`config.mk`:
```
export PLATFORM = sky130hd
export DESIGN_NAME = r8_mbe_seq_mult_flat
export DESIGN_NICKNAME = d
export VERILOG_FILES = /design/src/rtl/r8_mbe_seq_mult_pkg.sv /design/src/rtl/r8_mbe_seq_mult_if.sv /design/src/rtl/r8_mbe_seq_mult_booth_encoder.sv /design/src/rtl/r8_mbe_seq_mult.sv /design/src/flat_wrapper.sv
export SDC_FILE = /design/constraint.sdc
export NUM_CORES = 1
export LEC_CHECK = 0
export BUFFER_PORTS_ARGS = -buffer_cell sky130_fd_sc_hd__buf_2
export CORE_UTILIZATION = 35
export CTS_BUF_LIST = sky130_fd_sc_hd__clkbuf_8 sky130_fd_sc_hd__clkbuf_16
export CTS_CLUSTER_DIAMETER = 100
export CTS_CLUSTER_SIZE = 20
export DETAILED_ROUTE_END_ITERATION = 10
export SLEW_MARGIN = 10
export SYNTH_ARGS = -nofsm -noshare
export SYNTH_HDL_FRONTEND = slang
export SYNTH_SLANG_ARGS = --single-unit
```
`constraint.sdc`:
```
create_clock -name clk -period 7.3 [get_ports clk]
set_input_delay 0.73 -clock clk [delete_from_list [all_inputs] [get_ports clk]]
set_output_delay 0.73 -clock clk [all_outputs]
set_load 0.03 [all_outputs]
```
`src/rtl/r8_mbe_seq_mult_pkg.sv`:
```
// Shared types and constants for the iterative radix-8 Booth multiplier.
package r8_mbe_pkg;

   typedef enum logic [1:0] {
      IDLE = 2'd0,
      PRE  = 2'd1,
      ITER = 2'd2,
      DONE = 2'd3
   } mult_state_t;

   // Bit positions inside the booth_encoder output word.
   localparam int SEL_1X  = 0;
   localparam int SEL_2X  = 1;
   localparam int SEL_3X  = 2;
   localparam int SEL_4X  = 3;
   localparam int SEL_NEG = 4;

   function automatic int num_digits(input int n);
      return (n + 2) / 3;
   endfunction

endpackage

```
`src/rtl/r8_mbe_seq_mult_if.sv`:
```
// Operand/product handshake bundle between producer, multiplier and consumer.
interface r8_mbe_seq_mult_if #(parameter int N = 16);

   logic           in_valid;
   logic           in_ready;
   logic [N-1:0]   a;
   logic [N-1:0]   b;
   logic           out_valid;
   logic           out_ready;
   logic [2*N-1:0] p;
   logic           busy;

   modport master (
      output in_valid, a, b, out_ready,
      input  in_ready, out_valid, p, busy
   );

   modport slave (
      input  in_valid, a, b, out_ready,
      output in_ready, out_valid, p, busy
   );

endinterface

```
`src/rtl/r8_mbe_seq_mult_booth_encoder.sv`:
```
// Radix-8 Booth recoder: 4-bit overlapping group to one-hot magnitude plus sign.
// Purely combinational; group 1111 yields sign=1 with all magnitude bits clear.
module booth_encoder
   import r8_mbe_pkg::*;
(
   input  logic [3:0] grp_i,
   output logic [4:0] be_o
);

   always_comb begin
      be_o          = '0;
      be_o[SEL_NEG] = grp_i[3];
      case (grp_i)
         4'b0001, 4'b0010, 4'b1101, 4'b1110: be_o[SEL_1X] = 1'b1;
         4'b0011, 4'b0100, 4'b1011, 4'b1100: be_o[SEL_2X] = 1'b1;
         4'b0101, 4'b0110, 4'b1001, 4'b1010: be_o[SEL_3X] = 1'b1;
         4'b0111, 4'b1000:                   be_o[SEL_4X] = 1'b1;
         default: ;
      endcase
   end

endmodule

```
`src/rtl/r8_mbe_seq_mult.sv`:
```
// Iterative signed NxN radix-8 Booth multiplier, one digit per clock after a 3X pre-compute cycle.
// Product valid D+1 edges after accept; holds in DONE until out_ready, with same-cycle re-accept.
module r8_mbe_seq_mult
   import r8_mbe_pkg::*;
#(
   parameter int N = 16
)
(
   input  logic              clk,
   input  logic              rst,
   r8_mbe_seq_mult_if.slave  bus
);

   localparam int             D    = num_digits(N);
   localparam int             CW   = (D > 1) ? $clog2(D) : 1;
   localparam logic [CW-1:0]  LAST = CW'(D - 1);

   mult_state_t     state_q, state_d;
   logic [N-1:0]    x_q, x_d;
   logic [N+1:0]    x3_q, x3_d;
   logic [N:0]      y_q, y_d;      // {B, B[-1]}; low 4 bits are the current group
   logic [2*N-1:0]  acc_q, acc_d;
   logic [CW-1:0]   cnt_q, cnt_d;

   logic [4:0]      be;
   logic [2*N-1:0]  x_ext, mag, term, term_sh;
   logic            load;
   logic            in_ready, out_valid, busy;

   booth_encoder u_enc (
      .grp_i (y_q[3:0]),
      .be_o  (be)
   );

   always_comb begin
      x_ext = {{N{x_q[N-1]}}, x_q};
      mag   = '0;
      if (be[SEL_1X])      mag = x_ext;
      else if (be[SEL_2X]) mag = x_ext << 1;
      else if (be[SEL_3X]) mag = {{(N-2){x3_q[N+1]}}, x3_q};
      else if (be[SEL_4X]) mag = x_ext << 2;
      term    = be[SEL_NEG] ? -mag : mag;
      term_sh = term << (3 * cnt_q);
   end

   always_comb begin
      state_d   = state_q;
      x_d       = x_q;
      x3_d      = x3_q;
      y_d       = y_q;
      acc_d     = acc_q;
      cnt_d     = cnt_q;
      in_ready  = 1'b0;
      out_valid = 1'b0;
      busy      = 1'b0;
      load      = 1'b0;

      case (state_q)
         IDLE: begin
            in_ready = 1'b1;
            load     = bus.in_valid;
         end
         PRE: begin
            busy    = 1'b1;
            x3_d    = {x_q[N-1], x_q[N-1], x_q} + {x_q[N-1], x_q, 1'b0};
            state_d = ITER;
         end
         ITER: begin
            busy  = 1'b1;
            acc_d = acc_q + term_sh;
            y_d   = {{3{y_q[N]}}, y_q[N:3]};
            if (cnt_q == LAST) state_d = DONE;
            else               cnt_d   = cnt_q + 1'b1;
         end
         DONE: begin
            out_valid = 1'b1;
            if (bus.out_ready) begin
               in_ready = 1'b1;
               load     = bus.in_valid;
               state_d  = IDLE;
            end
         end
         default: state_d = IDLE;
      endcase

      if (load) begin
         x_d     = bus.a;
         y_d     = {bus.b, 1'b0};
         acc_d   = '0;
         cnt_d   = '0;
         state_d = PRE;
      end
   end

   always_ff @(posedge clk) begin
      if (rst) begin
         state_q <= IDLE;
         x_q     <= '0;
         x3_q    <= '0;
         y_q     <= '0;
         acc_q   <= '0;
         cnt_q   <= '0;
      end else begin
         state_q <= state_d;
         x_q     <= x_d;
         x3_q    <= x3_d;
         y_q     <= y_d;
         acc_q   <= acc_d;
         cnt_q   <= cnt_d;
      end
   end

   assign bus.in_ready  = in_ready;
   assign bus.out_valid = out_valid;
   assign bus.busy      = busy;
   assign bus.p         = acc_q;

endmodule

```
`src/flat_wrapper.sv`:
```
// flat-port wrapper written by rule: the top's interface ports become plain ports
module r8_mbe_seq_mult_flat import r8_mbe_pkg::*;
#(
   parameter int N = 16
)
  (clk, rst, bus_in_valid, bus_a, bus_b, bus_out_ready, bus_in_ready, bus_out_valid, bus_p, bus_busy);
  r8_mbe_seq_mult_if #(.N(N)) bus_i ();
  input  logic clk;
  input  logic rst;
  input wire logic [$bits(bus_i.in_valid)-1:0] bus_in_valid;
  input wire logic [$bits(bus_i.a)-1:0] bus_a;
  input wire logic [$bits(bus_i.b)-1:0] bus_b;
  input wire logic [$bits(bus_i.out_ready)-1:0] bus_out_ready;
  output wire logic [$bits(bus_i.in_ready)-1:0] bus_in_ready;
  output wire logic [$bits(bus_i.out_valid)-1:0] bus_out_valid;
  output wire logic [$bits(bus_i.p)-1:0] bus_p;
  output wire logic [$bits(bus_i.busy)-1:0] bus_busy;
  assign bus_i.in_valid = bus_in_valid;
  assign bus_i.a = bus_a;
  assign bus_i.b = bus_b;
  assign bus_i.out_ready = bus_out_ready;
  assign bus_in_ready = bus_i.in_ready;
  assign bus_out_valid = bus_i.out_valid;
  assign bus_p = bus_i.p;
  assign bus_busy = bus_i.busy;
  r8_mbe_seq_mult #(.N(N)) u_core (.clk(clk), .rst(rst), .bus(bus_i));
endmodule
```
==> impl_metrics.csv <==
group,metric,value,unit
run_status,status,"finished clean",
sta,rsz0062_at_grt,"no",
placed_design,io_buffers,70,
yosys,synth_nets,1230,
clock_tree,cts_tree,"done",
clock_tree,holdBufCountCts,0,
sta,skew,0.0111,ns
placed_design,gp_congestion,0.899,
job,cap_violations,0,
global_route,grt_pass1_vias,7602,
cells_and_area,finalNetCount,1261,
global_route,gr-total-overflow,0,
sta,setup_viol,0,
clock_tree,cts_root_buf,"clkbuf_16",
route,first_iter_violations,646,
setup_path,cp_max_fo,20,
yosys,synthTopCellsByArea,"dfxtp_1 (21%), ha_1 (8.5%), mux2i_1 (8.1%), nor2_1 (5.9%), a21oi_1 (5.1%)",
sta,layout_worst_path_cycle_share,0.937,
floorplanning,row_count,56,
power_and_ir_drop,p_comb_frac,0.726,
power_and_ir_drop,power_density,488,mW/mm^2
setup_path,start_kind,"flop",
setup_path,critPathRequiredTime,7.53,ns
power_and_ir_drop,seq_power_share,0.160,
power_and_ir_drop,p_switching,2440,uW
sta,relSlewSlack,0.416,
setup_path,critPathKind,"reg2reg",
global_route,antenna_found_initial,1,
yosys,syn_inst,1133,
power_and_ir_drop,switching_share,0.525,
global_route,grt_pass1_wl,38.5,mm
route,drtAntennaViolNets,0,
floorplanning,io_pins,71,
sta,fin_crit,6.84,ns
cells_and_area,area_delta_synth_final,11.0,%
floorplanning,coreArea,0.0238,sq mm
clock_tree,ctsLongestPathBuffers,2,
yosys,ys_ff_latch,88,
yosys,ys_warn_count,0,
sta,fin_worst_hold_slack,0.492,ns
setup_path,cp_common_cell,"a21o_1",
clock_tree,path_clk_slew,0.07,ns
setup_path,arrival,7.07,ns
yosys,synthDistinctLibCells,88,
setup_path,crit_buf_inv,1,
yosys,synthTopCellsByCount,"nor2_1 (135), nand2_1 (113), a21oi_1 (88), dfxtp_1 (88), mux2i_1 (69)",
power_and_ir_drop,clockPowerShare,0.113,
route,drc,0,
yosys,synth-edff-count,0,
sta,slew_viol_final,0,
clock_tree,cts_buffers,9,
setup_path,endpoint_kind,"flop",
yosys,synth_seq_area_share,0.206,
clock_tree,clock_sinks,88,
sta,fin_tns_setup,0,ns
floorplanning,start_util,0.360,
floorplanning,die_w,158,microns
cells_and_area,n_antenna_cell,0,
yosys,syn_avg_cell_area,7.56,sq um
setup_path,critPathTopFamily,"compound AO/OA/AOI/OAI gates",
cells_and_area,drive_gt1_frac,0.131,
route,avgRoutedWirePerCell,15.9,microns
hold_path,worstHoldPathType,"reg2reg",
setup_path,slowest_stage,"or4_4",
route,via_per_inst,5.65,
sta,hold_viol_final,0,
sta,fmax,0.146,GHz
floorplanning,dieArea,0.0251,sq mm
setup_path,critPathMaxStageDelay,0.55,ns
yosys,synth_top_cell_area_share,0.206,
clock_tree,htree_levels,3,
cells_and_area,nFillCells,2484,
clock_tree,clock_latency,0.36,ns
power_and_ir_drop,vdd_ir_drop_max,0.331,mV
power_and_ir_drop,p_int,2200,uW
yosys,synth_top_area_cell,"dfxtp_1",
global_route,grt_usage,0.191,
global_route,grt_max_degree,59,
route,wirelength,23.7,mm
yosys,synth-main-ff-cell,"dfxtp_1",
sta,worstMarginPinSlew,0.868,ns
yosys,postSynth.asyncResetShare,0,
floorplanning,die_h,158,microns
yosys,yosysMostFrequentCell,"nor2_1",
route,dr.pass1.iters,5,
placed_design,dp_hpwl,17.7,mm
yosys,netlist_area,0.00856,sq mm
route,vias,8412,
power_and_ir_drop,power_leakage,0.00388,uW
[worst reg2reg max path: stages (launching register included)]
cell and delay [ns]:
dfxtp_1 0.39, buf_4 0.26, nor2b_1 0.18, maj3_1 0.18, a221o_1 0.22, ha_1 0.21
or4b_4 0.51, a2111o_1 0.42, or4_4 0.55, a21oi_1 0.20, a2111oi_0 0.09, a21oi_1 0.19
mux2_2 0.21, mux2i_1 0.10, and2_1 0.22, ha_1 0.34, a21o_1 0.21, a21o_1 0.17
a221o_1 0.35, a31oi_1 0.28, a21o_1 0.21, a31oi_1 0.15, nor4_2 0.29, o31a_1 0.24
o2111ai_1 0.12, and4b_1 0.27, xor2_1 0.12, nor2_1 0.05
[flip-flops by register name, summed over array words and instances, names as in the netlist]
signal,flops
u_core.bus.p,32
u_core.cnt_q,3
u_core.state_q,2
u_core.x3_q,18
u_core.x_q,16
u_core.y_q,17
[area by class of cell]
class | instances | area (sq um) | area share
clock buffer | 9 | 225 | 0.0237
clock inverter | 7 | 101 | 0.0107
inverter | 33 | 124 | 0.0130
multi-input combinational | 938 | 6360 | 0.669
sequential | 88 | 1760 | 0.186
tap | 319 | 399 | 0.0420
timing repair buffer | 94 | 534 | 0.0562
[layout by cell type (no fill, tap or decap), types with 7 or more instances in the layout]
master,Yosys,final
or3_1,11,11
o21ai_1,8,9
xor2_1,10,9
nand3_1,36,36
o31ai_1,8,8
nand2b_1,16,16
o21ai_0,65,64
and2_1,7,7
o21a_1,11,11
o2111ai_1,7,7
o211ai_1,7,7
inv_1,30,30
mux2_2,11,11
a21boi_0,12,12
a21o_1,19,19
nand3b_1,15,15
nor2b_1,12,12
dfxtp_1,88,86
nor3_1,17,17
clkbuf_16,0,9
a31oi_1,11,11
ha_1,58,57
nand2_1,113,113
buf_2,7,70
xnor2_1,34,34
buf_4,4,23
a211oi_1,27,27
mux2i_1,69,69
nand4_1,9,9
nor2_1,135,135
a21oi_1,88,88
[routing by layer]
metal | global-route usage | share of wire | vias to the layer above
li1 | - | - | 4220
met1 | 0.267 | 0.50 | 3927
met2 | 0.294 | 0.43 | 228
met3 | 0.0348 | 0.048 | 35
met4 | 0.0618 | 0.019 | 2
met5 | 0 | 0.00055 | -
[repair_timing]
| action | 4_1_cts | 5_1_grt |
|---|---|---|
| setup buffers | 0 | 0 |
| setup endpoints to repair | 0 | 2 |
| gates resized for setup | 0 | 7 |
[logic make-up (layout without fill, tap and decap cells)]
group / after synthesis / count (layout) / share of synthesized area
simple gates: 408 / 408 / 0.228
compound gates: 339 / 339 / 0.268
buf+inv: 107 / 143 / 0.0549
flops: 88 / 88 / 0.206
mux: 81 / 81 / 0.0978
fa+ha+maj: 63 / 63 / 0.0941
xor+xnor: 47 / 47 / 0.0520
[power groups by stage]
stage | registers (uW) | clock network, uW | logic [uW]
floorplan | 747 | 0 | 2600
global placement | 749 | 0 | 3300
detailed placement | 751 | 0 | 3320
CTS | 741 | 536 | 3330
global route | 764 | 556 | 3720
finish | 743 | 526 | 3370
[path summary, 6_finish.rpt]
kind	from	end	slack (ns)	cells after the start
worst min-delay path	u_core.bus.p[19]	u_core.bus.p[19]	0.49	2
worst max register to register	u_core.y_q[3]	u_core.bus.p[31]	0.46	27
worst max-delay path	u_core.y_q[3]	u_core.bus.p[31]	0.46	27
worst min register to register	u_core.bus.p[19]	u_core.bus.p[19]	0.49	2
[stage by stage]
step	power, uW	area [sq um]	setup slack, ns	utilization	std cells
floorplan	3340	8560	0.911	-	1133
global placement	4040	9160	0.356	0.385	1472
detailed placement	4070	9160	0.291	0.385	1472
CTS	4610	9480	0.261	0.399	1488
global route	5040	9510	0.0406	0.400	1488
finish	4640	9510	0.460	0.400	1488
(Power assumes the default switching activity.)
